<file path="src/rtl/load_store_unit.sv">
// Load/store unit: turns an ALU effective address into a single request/ack data-memory
// transaction, with byte-lane steering, load extension and error reporting.
module load_store_unit #(
    parameter int unsigned TIMEOUT = 16
) (
    input  logic        clk,
    input  logic        rst_n,
    input  logic        lsu_req,
    input  logic        lsu_we,
    input  logic [2:0]  funct3,
    input  logic [31:0] addr,
    input  logic [31:0] wdata,
    output logic        lsu_busy,
    output logic        lsu_done,
    output logic [1:0]  lsu_err,
    output logic [31:0] rdata,
    output logic        mem_req,
    output logic        mem_we,
    output logic [31:0] mem_addr,
    output logic [3:0]  mem_be,
    output logic [31:0] mem_wdata,
    input  logic        mem_ack,
    input  logic [31:0] mem_rdata
);

    typedef enum logic [0:0] {
        IDLE   = 1'b0,
        ACCESS = 1'b1
    } state_t;

    localparam int CW = (TIMEOUT > 32'd1) ? $clog2(TIMEOUT) : 1;
    localparam logic [CW-1:0] CNT_LAST = CW'(TIMEOUT - 32'd1);

    localparam logic [1:0] ERR_OK    = 2'b00;
    localparam logic [1:0] ERR_ALIGN = 2'b01;
    localparam logic [1:0] ERR_F3    = 2'b10;
    localparam logic [1:0] ERR_TMO   = 2'b11;

    function automatic logic f3_illegal(input logic we, input logic [2:0] f3);
        logic bad;
        if (we) begin
            bad = (f3 >= 3'b011);
        end else begin
            case (f3)
                3'b011, 3'b110, 3'b111: bad = 1'b1;
                default:                bad = 1'b0;
            endcase
        end
        return bad;
    endfunction

    // Size is encoded in funct3[1:0] once funct3 is known to be legal.
    function automatic logic misaligned(input logic [2:0] f3, input logic [1:0] off);
        logic bad;
        case (f3[1:0])
            2'b01:   bad = off[0];
            2'b10:   bad = (off != 2'b00);
            default: bad = 1'b0;
        endcase
        return bad;
    endfunction

    function automatic logic [3:0] byte_en(input logic [2:0] f3, input logic [1:0] off);
        logic [3:0] be;
        case (f3[1:0])
            2'b00:   be = 4'b0001 << off;
            2'b01:   be = off[1] ? 4'b1100 : 4'b0011;
            2'b10:   be = 4'b1111;
            default: be = 4'b0000;
        endcase
        return be;
    endfunction

    function automatic logic [31:0] store_data(input logic [2:0] f3, input logic [31:0] d);
        logic [31:0] r;
        case (f3[1:0])
            2'b00:   r = {4{d[7:0]}};
            2'b01:   r = {2{d[15:0]}};
            2'b10:   r = d;
            default: r = 32'd0;
        endcase
        return r;
    endfunction

    function automatic logic [31:0] load_ext(input logic [2:0] f3, input logic [31:0] lane);
        logic [31:0] r;
        case (f3)
            3'b000:  r = {{24{lane[7]}}, lane[7:0]};
            3'b001:  r = {{16{lane[15]}}, lane[15:0]};
            3'b010:  r = lane;
            3'b100:  r = {24'd0, lane[7:0]};
            3'b101:  r = {16'd0, lane[15:0]};
            default: r = 32'd0;
        endcase
        return r;
    endfunction

    state_t        state_r, state_s;
    logic [CW-1:0] cnt_r, cnt_s;
    logic [2:0]    funct3_r, funct3_s;
    logic [1:0]    off_r, off_s;
    logic          we_r, we_s;

    logic          busy_s, done_s, req_s, mwe_s;
    logic [1:0]    err_s;
    logic [31:0]   rdata_s, maddr_s, mwdata_s, lane_s;
    logic [3:0]    mbe_s;

    assign lane_s = mem_rdata >> {off_r, 3'b000};

    // Next-state and next-output logic; every register holds unless overridden.
    always_comb begin
        state_s  = state_r;
        cnt_s    = cnt_r;
        funct3_s = funct3_r;
        off_s    = off_r;
        we_s     = we_r;
        busy_s   = lsu_busy;
        done_s   = 1'b0;
        err_s    = lsu_err;
        rdata_s  = rdata;
        req_s    = mem_req;
        mwe_s    = mem_we;
        maddr_s  = mem_addr;
        mbe_s    = mem_be;
        mwdata_s = mem_wdata;

        case (state_r)
            IDLE: begin
                if (lsu_req) begin
                    if (f3_illegal(lsu_we, funct3)) begin
                        done_s  = 1'b1;
                        err_s   = ERR_F3;
                        rdata_s = 32'd0;
                    end else if (misaligned(funct3, addr[1:0])) begin
                        done_s  = 1'b1;
                        err_s   = ERR_ALIGN;
                        rdata_s = 32'd0;
                    end else begin
                        state_s  = ACCESS;
                        cnt_s    = '0;
                        funct3_s = funct3;
                        off_s    = addr[1:0];
                        we_s     = lsu_we;
                        busy_s   = 1'b1;
                        req_s    = 1'b1;
                        mwe_s    = lsu_we;
                        maddr_s  = {addr[31:2], 2'b00};
                        mbe_s    = byte_en(funct3, addr[1:0]);
                        mwdata_s = lsu_we ? store_data(funct3, wdata) : 32'd0;
                    end
                end else begin
                    state_s = IDLE;
                end
            end
            ACCESS: begin
                // An ack in the last counted cycle takes priority over the timeout.
                if (mem_ack || ((TIMEOUT > 32'd0) && (cnt_r == CNT_LAST))) begin
                    state_s  = IDLE;
                    busy_s   = 1'b0;
                    done_s   = 1'b1;
                    req_s    = 1'b0;
                    mwe_s    = 1'b0;
                    maddr_s  = 32'd0;
                    mbe_s    = 4'b0000;
                    mwdata_s = 32'd0;
                    if (mem_ack) begin
                        err_s   = ERR_OK;
                        rdata_s = we_r ? 32'd0 : load_ext(funct3_r, lane_s);
                    end else begin
                        err_s   = ERR_TMO;
                        rdata_s = 32'd0;
                    end
                end else begin
                    cnt_s = cnt_r + CW'(32'd1);
                end
            end
            default: begin
                state_s = IDLE;
                busy_s  = 1'b0;
                req_s   = 1'b0;
            end
        endcase
    end

    // State and registered-output update with asynchronous reset.
    always_ff @(posedge clk or negedge rst_n) begin
        if (!rst_n) begin
            state_r   <= IDLE;
            cnt_r     <= '0;
            funct3_r  <= 3'b000;
            off_r     <= 2'b00;
            we_r      <= 1'b0;
            lsu_busy  <= 1'b0;
            lsu_done  <= 1'b0;
            lsu_err   <= 2'b00;
            rdata     <= 32'd0;
            mem_req   <= 1'b0;
            mem_we    <= 1'b0;
            mem_addr  <= 32'd0;
            mem_be    <= 4'b0000;
            mem_wdata <= 32'd0;
        end else begin
            state_r   <= state_s;
            cnt_r     <= cnt_s;
            funct3_r  <= funct3_s;
            off_r     <= off_s;
            we_r      <= we_s;
            lsu_busy  <= busy_s;
            lsu_done  <= done_s;
            lsu_err   <= err_s;
            rdata     <= rdata_s;
            mem_req   <= req_s;
            mem_we    <= mwe_s;
            mem_addr  <= maddr_s;
            mem_be    <= mbe_s;
            mem_wdata <= mwdata_s;
        end
    end

endmodule

</file>
<file path="config.mk">
export PLATFORM = sky130hd
export DESIGN_NAME = load_store_unit
export DESIGN_NICKNAME = d
export VERILOG_FILES = /design/src/rtl/load_store_unit.sv
export SDC_FILE = /design/constraint.sdc
export NUM_CORES = 1
export LEC_CHECK = 0
export CAP_MARGIN = 20
export CORE_MARGIN = 5
export CORE_UTILIZATION = 43
export DETAILED_ROUTE_END_ITERATION = 8
export PLACE_DENSITY = 0.8
export SLEW_MARGIN = 20
export SYNTH_ARGS = -nofsm -noshare
export SYNTH_HDL_FRONTEND = slang
export SYNTH_SLANG_ARGS = --single-unit
</file>
<file path="constraint.sdc">
create_clock -name clk -period 2.16 [get_ports clk]
set_input_delay 0.324 -clock clk [delete_from_list [all_inputs] [get_ports clk]]
set_output_delay 0.324 -clock clk [all_outputs]
set_load 0.02 [all_outputs]
</file>
==> out/results.ini, run 1 <==
[worst_setup_path]
crit_fanout = 26
setup.worst_path.start_class = input pin
critical_path_required_ns = 2.44
arrival_ns = 2.39
setup.worst_path.end_class = flip-flop
critical_path_class = in2reg

[finish]
register_area_sq_mm = 0.00285
layout.cells.most_common = sky130_fd_sc_hd__clkdlybuf4s50_1
layout.cell_area.non_filler_sq_mm = 0.00833
nFillCells = 827
finish.net_count = 779
layout-drive-gt1-share_pct = 15.1
area.growth.synth_to_final_pct = 61.2
most_used_cells_in_the_layout_excluding_fill_and_tap_cells = 205 x sky130_fd_sc_hd__clkdlybuf4s50_1, 114 x sky130_fd_sc_hd__dfrtp_1, 57 x sky130_fd_sc_hd__a22o_1
multiInputGateArea_sq_mm = 0.00213
num_antenna_cells = 0

[min_path]
hold_path.class = in2reg

[clock_tree]
cts_htree_levels = 4
cts.clk_slew.worst_paths_ns = 0.05
cts_root_buffer = sky130_fd_sc_hd__clkbuf_16
clock_path_buffers = 2
cts.sinks = 114
tritoncts_clock_tree = built
cts_inserted_buffers = 17
clock_latency_ns = 0.40

[route]
drc_errors = 0
via_count = 4636
postRouteAntennaNets = 0
drtPass1Iterations = 6
route.final.wire_length_mm = 16.8
avgViaCountPerCell = 5.60
route.detailed.wl_per_inst_microns = 20.3
detail_route.iter0.violations = 349

[power_and_ir_drop]
cellLeakagePower_nw = 3.69
max-vdd-ir-drop_mv = 0.519
fin_total_pwr_w = 0.00842
power.density_cell_area_mw_per_mm2 = 1010

[job]
max-cap-violations = 0

[timing]
timing.fmax_mhz = 473
final.min_clock_period_ns = 2.11
timing.max_slew.rel_slack_pct = 61.1
timing_worst_slew_pin_value_ns = 0.584
timing.final.crit_share_pct = 97.8
maxSlewViolCount = 0
fin_setup_tns_ns = 0
worst_clock_skew_ns = 0.00704
hold_viol_final = 0
setup_repair_after_global_routing_missed_its_margin = no
setup_violations = 0

[yosys]
post_synth_inst_count = 431
synth-seq-cells = 114
synth_area_sq_mm = 0.00517
synth_edf_count = 0
ys_dominant_reg_cell = sky130_fd_sc_hd__dfrtp_1
synth.avg_cell_area_sq_um = 12.0
synth.yosys.seq_area_share_pct = 55.2
synthArstFlopShare_pct = 100
ys.warnings.count = 0
yosysUniqueCellTypes = 46

[global_route]
globalRouteTotalUtil_pct = 23.9
grt_pass1_vias = 5039
grt_overflow_total = 0
grt_pass1_wl_mm = 26.8
grt_max_degree = 44
antenna_found_initial = 0

[placement]
place.gp.congestion = 0.893
placement.cell_area_sq_mm = 0.00764
numPortBuffers = 207
dp_hpwl_mm = 12.5

[die]
floorplan.die.height_microns = 120
design.core.area_sq_mm = 0.0119
starting_utilization_of_the_core_area_pct = 43.4
floorplan.die.width_microns = 120
core.rowCount = 40
die-area_sq_mm = 0.0143
pin_count = 210

[run_status]
status = complete, no violations

[critical path, stage by stage]
cell and delay (ns):
sky130_fd_sc_hd__clkdlybuf4s50_1 0.49, sky130_fd_sc_hd__inv_1 0.09, sky130_fd_sc_hd__ha_1 0.28, sky130_fd_sc_hd__a21boi_1 0.20, sky130_fd_sc_hd__buf_4 0.17, sky130_fd_sc_hd__nor2_1 0.05, sky130_fd_sc_hd__o21a_1 0.23, sky130_fd_sc_hd__buf_12 0.17
sky130_fd_sc_hd__a221o_1 0.36
[stage by stage]
stage | hold slack, ns | setup WS [ns] | instances | util (%)
final | 0.426 | 0.0477 | 828 | 70.0
after global routing | 0.432 | 0.00770 | 828 | 70.0
after CTS | 0.474 | 0.0471 | 828 | 69.8
after detailed placement | 0.358 | -0.482 | 792 | 64.1
after global placement | 0.348 | -0.357 | 792 | 64.1
after floorplan | 0.0284 | 0.219 | 432 | -
[layout make-up]
class | instances | area share [%]
Timing Repair Buffer | 255 | 30.2
Sequential cell | 114 | 34.2
Inverter | 9 | 0.405
Tap cell | 147 | 2.21
Multi-Input combinational cell | 272 | 25.6
Clock buffer | 21 | 5.53
Clock inverter | 10 | 1.89
[cell usage after synthesis (6+ instances only)]
master	instances	share of area, %
sky130_fd_sc_hd__a21oi_1	26	2.5
sky130_fd_sc_hd__nand2_1	22	1.6
sky130_fd_sc_hd__a22o_1	57	9.7
sky130_fd_sc_hd__a22oi_1	8	1.2
sky130_fd_sc_hd__buf_2	13	1.3
sky130_fd_sc_hd__o2bb2ai_1	30	5.1
sky130_fd_sc_hd__mux2_2	14	3.1
sky130_fd_sc_hd__a221o_1	16	3.1
sky130_fd_sc_hd__ha_1	6	1.5
sky130_fd_sc_hd__nor2_1	9	0.65
sky130_fd_sc_hd__inv_1	9	0.65
sky130_fd_sc_hd__o21ai_0	20	1.9
sky130_fd_sc_hd__mux2i_1	17	3.3
sky130_fd_sc_hd__dfrtp_1	114	55
sky130_fd_sc_hd__clkbuf_1	17	1.2
[power by group]
group	switching (W)	internal [W]	total, W
registers	0.000292	0.00252	0.00281
clock network	0.000948	0.00198	0.00292
logic	0.00133	0.00136	0.00269
total	0.00257	0.00585	0.00842
[cells by family after synthesis]
logic type	share of synthesized area [%]
simple gates	5.66
buf+inv	4.31
xor+xnor	0.339
mux	7.21
compound gates	25.8
fa+ha+maj	1.45
other cells	0.0726
flops	55.2
[per-layer routing]
layer	global-route usage, %	wire length [microns]
met1	29.6	6830
met2	38.1	8010
met3	9.38	1710
met4	8.23	293
met5	0	0
[timing repair]
action,in CTS,in global routing
pin swaps,1,0
hold endpoints to repair,41,0
setup buffers,4,0
setup endpoints to repair,25,49
resized for setup,1,5
hold buffers,1,0
[final timing paths]
path                                from             to  slack, ns  depth (start not counted)
min in group asynchronous          rst_n      rdata[11]       0.47                          2
hold reg to reg            mem_wdata[15]  mem_wdata[15]       0.49                          1
setup reg to reg                cnt_r[0]     lsu_err[1]       0.19                          8
setup / recovery               funct3[0]      rdata[25]       0.05                          9
max in group asynchronous          rst_n   mem_addr[24]       1.04                          3
hold / removal                 funct3[1]    funct3_r[1]       0.43                          3
[flip-flops by register name, indices dropped and copies added, names as in the netlist]
signal,flops
we_r,1
state_r,1
mem_req,1
lsu_done,1
mem_be,4
mem_addr,30
mem_wdata,32
cnt_r,4
rdata,32
funct3_r,3
mem_we,1
off_r,2
lsu_err,2
Note: power is estimated with default switching activity, not from simulation.
==> run 2, diff against run 1 <==
==> constraint.sdc (replaced) <==
create_clock -name clk -period 2.16 [get_ports clk]
set_input_delay 0.648 -clock clk [delete_from_list [all_inputs] [get_ports clk]]
set_output_delay 0.648 -clock clk [all_outputs]
set_load 0.02 [all_outputs]
==> run 2 against run 1 <==
Effect of this change: power up 1.1%; combinational power rose by 5%; routed wire length grew 12%; cell area up 2.4%; global-route usage rose by 2.0 points; critical endpoint is now mem_be[1]; highest routed layer unchanged.
==> out/results.ini, run 2 (synthesized netlist as in run 1, its figures left out) <==
[run_status]
status = complete, no violations

[timing]
timing.max_slew.rel_slack_pct = 61.9
timing.hold.ws_ns = 0.198
timing_worst_slew_pin_value_ns = 0.568
maxSlewViolCount = 0
hold_viol_final = 0
worst_clock_skew_ns = 0.00670
setup_violations = 0
final.min_clock_period_ns = 2.13
timing.fmax_mhz = 469
timing.final.ws_setup_ns = 0.0299
timing.final.crit_share_pct = 98.6

[job]
max-cap-violations = 0

[clock_tree]
clock_path_buffers = 2
cts_inserted_buffers = 17
cts_htree_levels = 4
cts.sinks = 114
ctsHoldBuffers = 0
cts_root_buffer = sky130_fd_sc_hd__clkbuf_16
cts.clk_slew.worst_paths_ns = 0.06
tritoncts_clock_tree = built
clock_latency_ns = 0.41

[finish]
top_regs = mem_wdata (32), rdata (32), mem_addr (30)
layout-drive-gt1-share_pct = 18.0
finish.net_count = 791
multiInputGateArea_sq_mm = 0.00217
register_area_sq_mm = 0.00285
fin_cells = 842
most_used_cells_in_the_layout_excluding_fill_and_tap_cells = 201 x sky130_fd_sc_hd__clkdlybuf4s50_1, 114 x sky130_fd_sc_hd__dfrtp_1, 57 x sky130_fd_sc_hd__a22o_1
nFillCells = 810
area.growth.synth_to_final_pct = 65.1
layout.cells.most_common = sky130_fd_sc_hd__clkdlybuf4s50_1

[die]
design.core.area_sq_mm = 0.0119
core.rowCount = 40
floorplan.die.height_microns = 120
pin_count = 210
floorplan.die.width_microns = 120
starting_utilization_of_the_core_area_pct = 43.4
die-area_sq_mm = 0.0143

[global_route]
grt_overflow_total = 0
busiest_layer_in_global_routing = met2
grt_pass1_wl_mm = 29.0
grt_pass1_vias = 5246
met2_usage_pct = 42.0
antenna_found_initial = 1
gr-usage-met3_pct = 9.24
grt_max_degree = 52
globalRouteMet1Util_pct = 32.4
globalRouteTotalUtil_pct = 25.9

[worst_setup_path]
path_cells = clkdlybuf4s50_1, o21ai_2, a21boi_4, buf_4, nor3_4, nor2_4, buf_12, a22o_1
worstRegToRegCells = 7
critical_path_required_ns = 2.45
setup.worst_path.end_class = flip-flop
crit_fanout = 7
critical_path_class = in2reg
arrival_ns = 2.42
slowest_stage_cell_cp = sky130_fd_sc_hd__clkdlybuf4s50_1
r2r_start = cnt_r[0]
critPathBufInv = 3
timing.rr.end = mem_wdata[26]
critical_path.max_stage_delay_ns = 0.45
ff_to_ff_setup_slack_ns = 0.15
setup.worst_path.start_class = input pin
critical_path.top_delay_family = buffers and inverters

[min_path]
hold_path.class = in2async

[power_and_ir_drop]
cellLeakagePower_nw = 3.83
max-vdd-ir-drop_mv = 0.491
power.density_cell_area_mw_per_mm2 = 998

[placement]
dp.cells = 801
place_worst_setup_slack_ns = -0.609
dp_hpwl_mm = 13.1
numPortBuffers = 207
place.gp.congestion = 0.947

[route]
route.detailed.wl_per_inst_microns = 22.3
detail_route.iter0.violations = 393
route.final.wire_length_mm = 18.8
drtPass1Iterations = 5
via_count = 4921
postRouteAntennaNets = 0
avgViaCountPerCell = 5.84
drc_errors = 0

[run 2: worst max path at each step]
stage	end	start	cells after the start
floorplan	rdata[29]	funct3[0]	9
global placement	cnt_r[0]	funct3[0]	9
detailed placement	cnt_r[0]	funct3[0]	9
CTS	rdata[22]	addr[0]	7
global route	mem_be[0]	addr[1]	8
finish	mem_be[1]	addr[1]	8
[run 2: power by group]
part / internal [W] / switching, W
clock: 0.00185 / 0.00102
sequential: 0.00252 / 0.000302
combinational: 0.00144 / 0.00139
total: 0.00581 / 0.00271
[run 2: metal layers]
layer  wire length (microns)  part of all wire [%]
met1                    7510                    40
met4                     434                   2.3
met3                    1860                   9.9
met2                    9010                    48
met5                       0                     0
[run 2: metrics by stage]
| step | util (%) | TNS, ns | cell area [sq um] | total power (W) |
|---|---|---|---|---|
| 5_1_grt | 71.6 | -0.104 | 8530 | 0.00887 |
| 4_1_cts | 70.5 | 0 | 8400 | 0.00848 |
| 3_3_place_gp | 64.9 | -50.10 | 7730 | 0.00547 |
| 3_5_place_dp | 64.9 | -59.48 | 7730 | 0.00554 |
| 2_1_floorplan | - | 0 | 5210 | 0.00417 |
| 6_report | 71.6 | 0 | 8530 | 0.00852 |
[run 2: cell type report]
class,count,area share [%]
antenna,1,0.0293
clock buffer,20,5.23
clock inverter,12,1.83
inverter,9,0.396
multi-input combinational,273,25.4
sequential,114,33.4
tap,147,2.16
timing repair buffer,266,31.5
[run 2: repair_timing]
| item | 4_1_cts | 5_1_grt |
|---|---|---|
| gates cloned | 1 | 5 |
| pin swaps | 3 | 4 |
| gates resized for setup | 7 | 17 |
| endpoints found under the setup margin | 113 | 45 |
| buffers inserted | 2 | 0 |
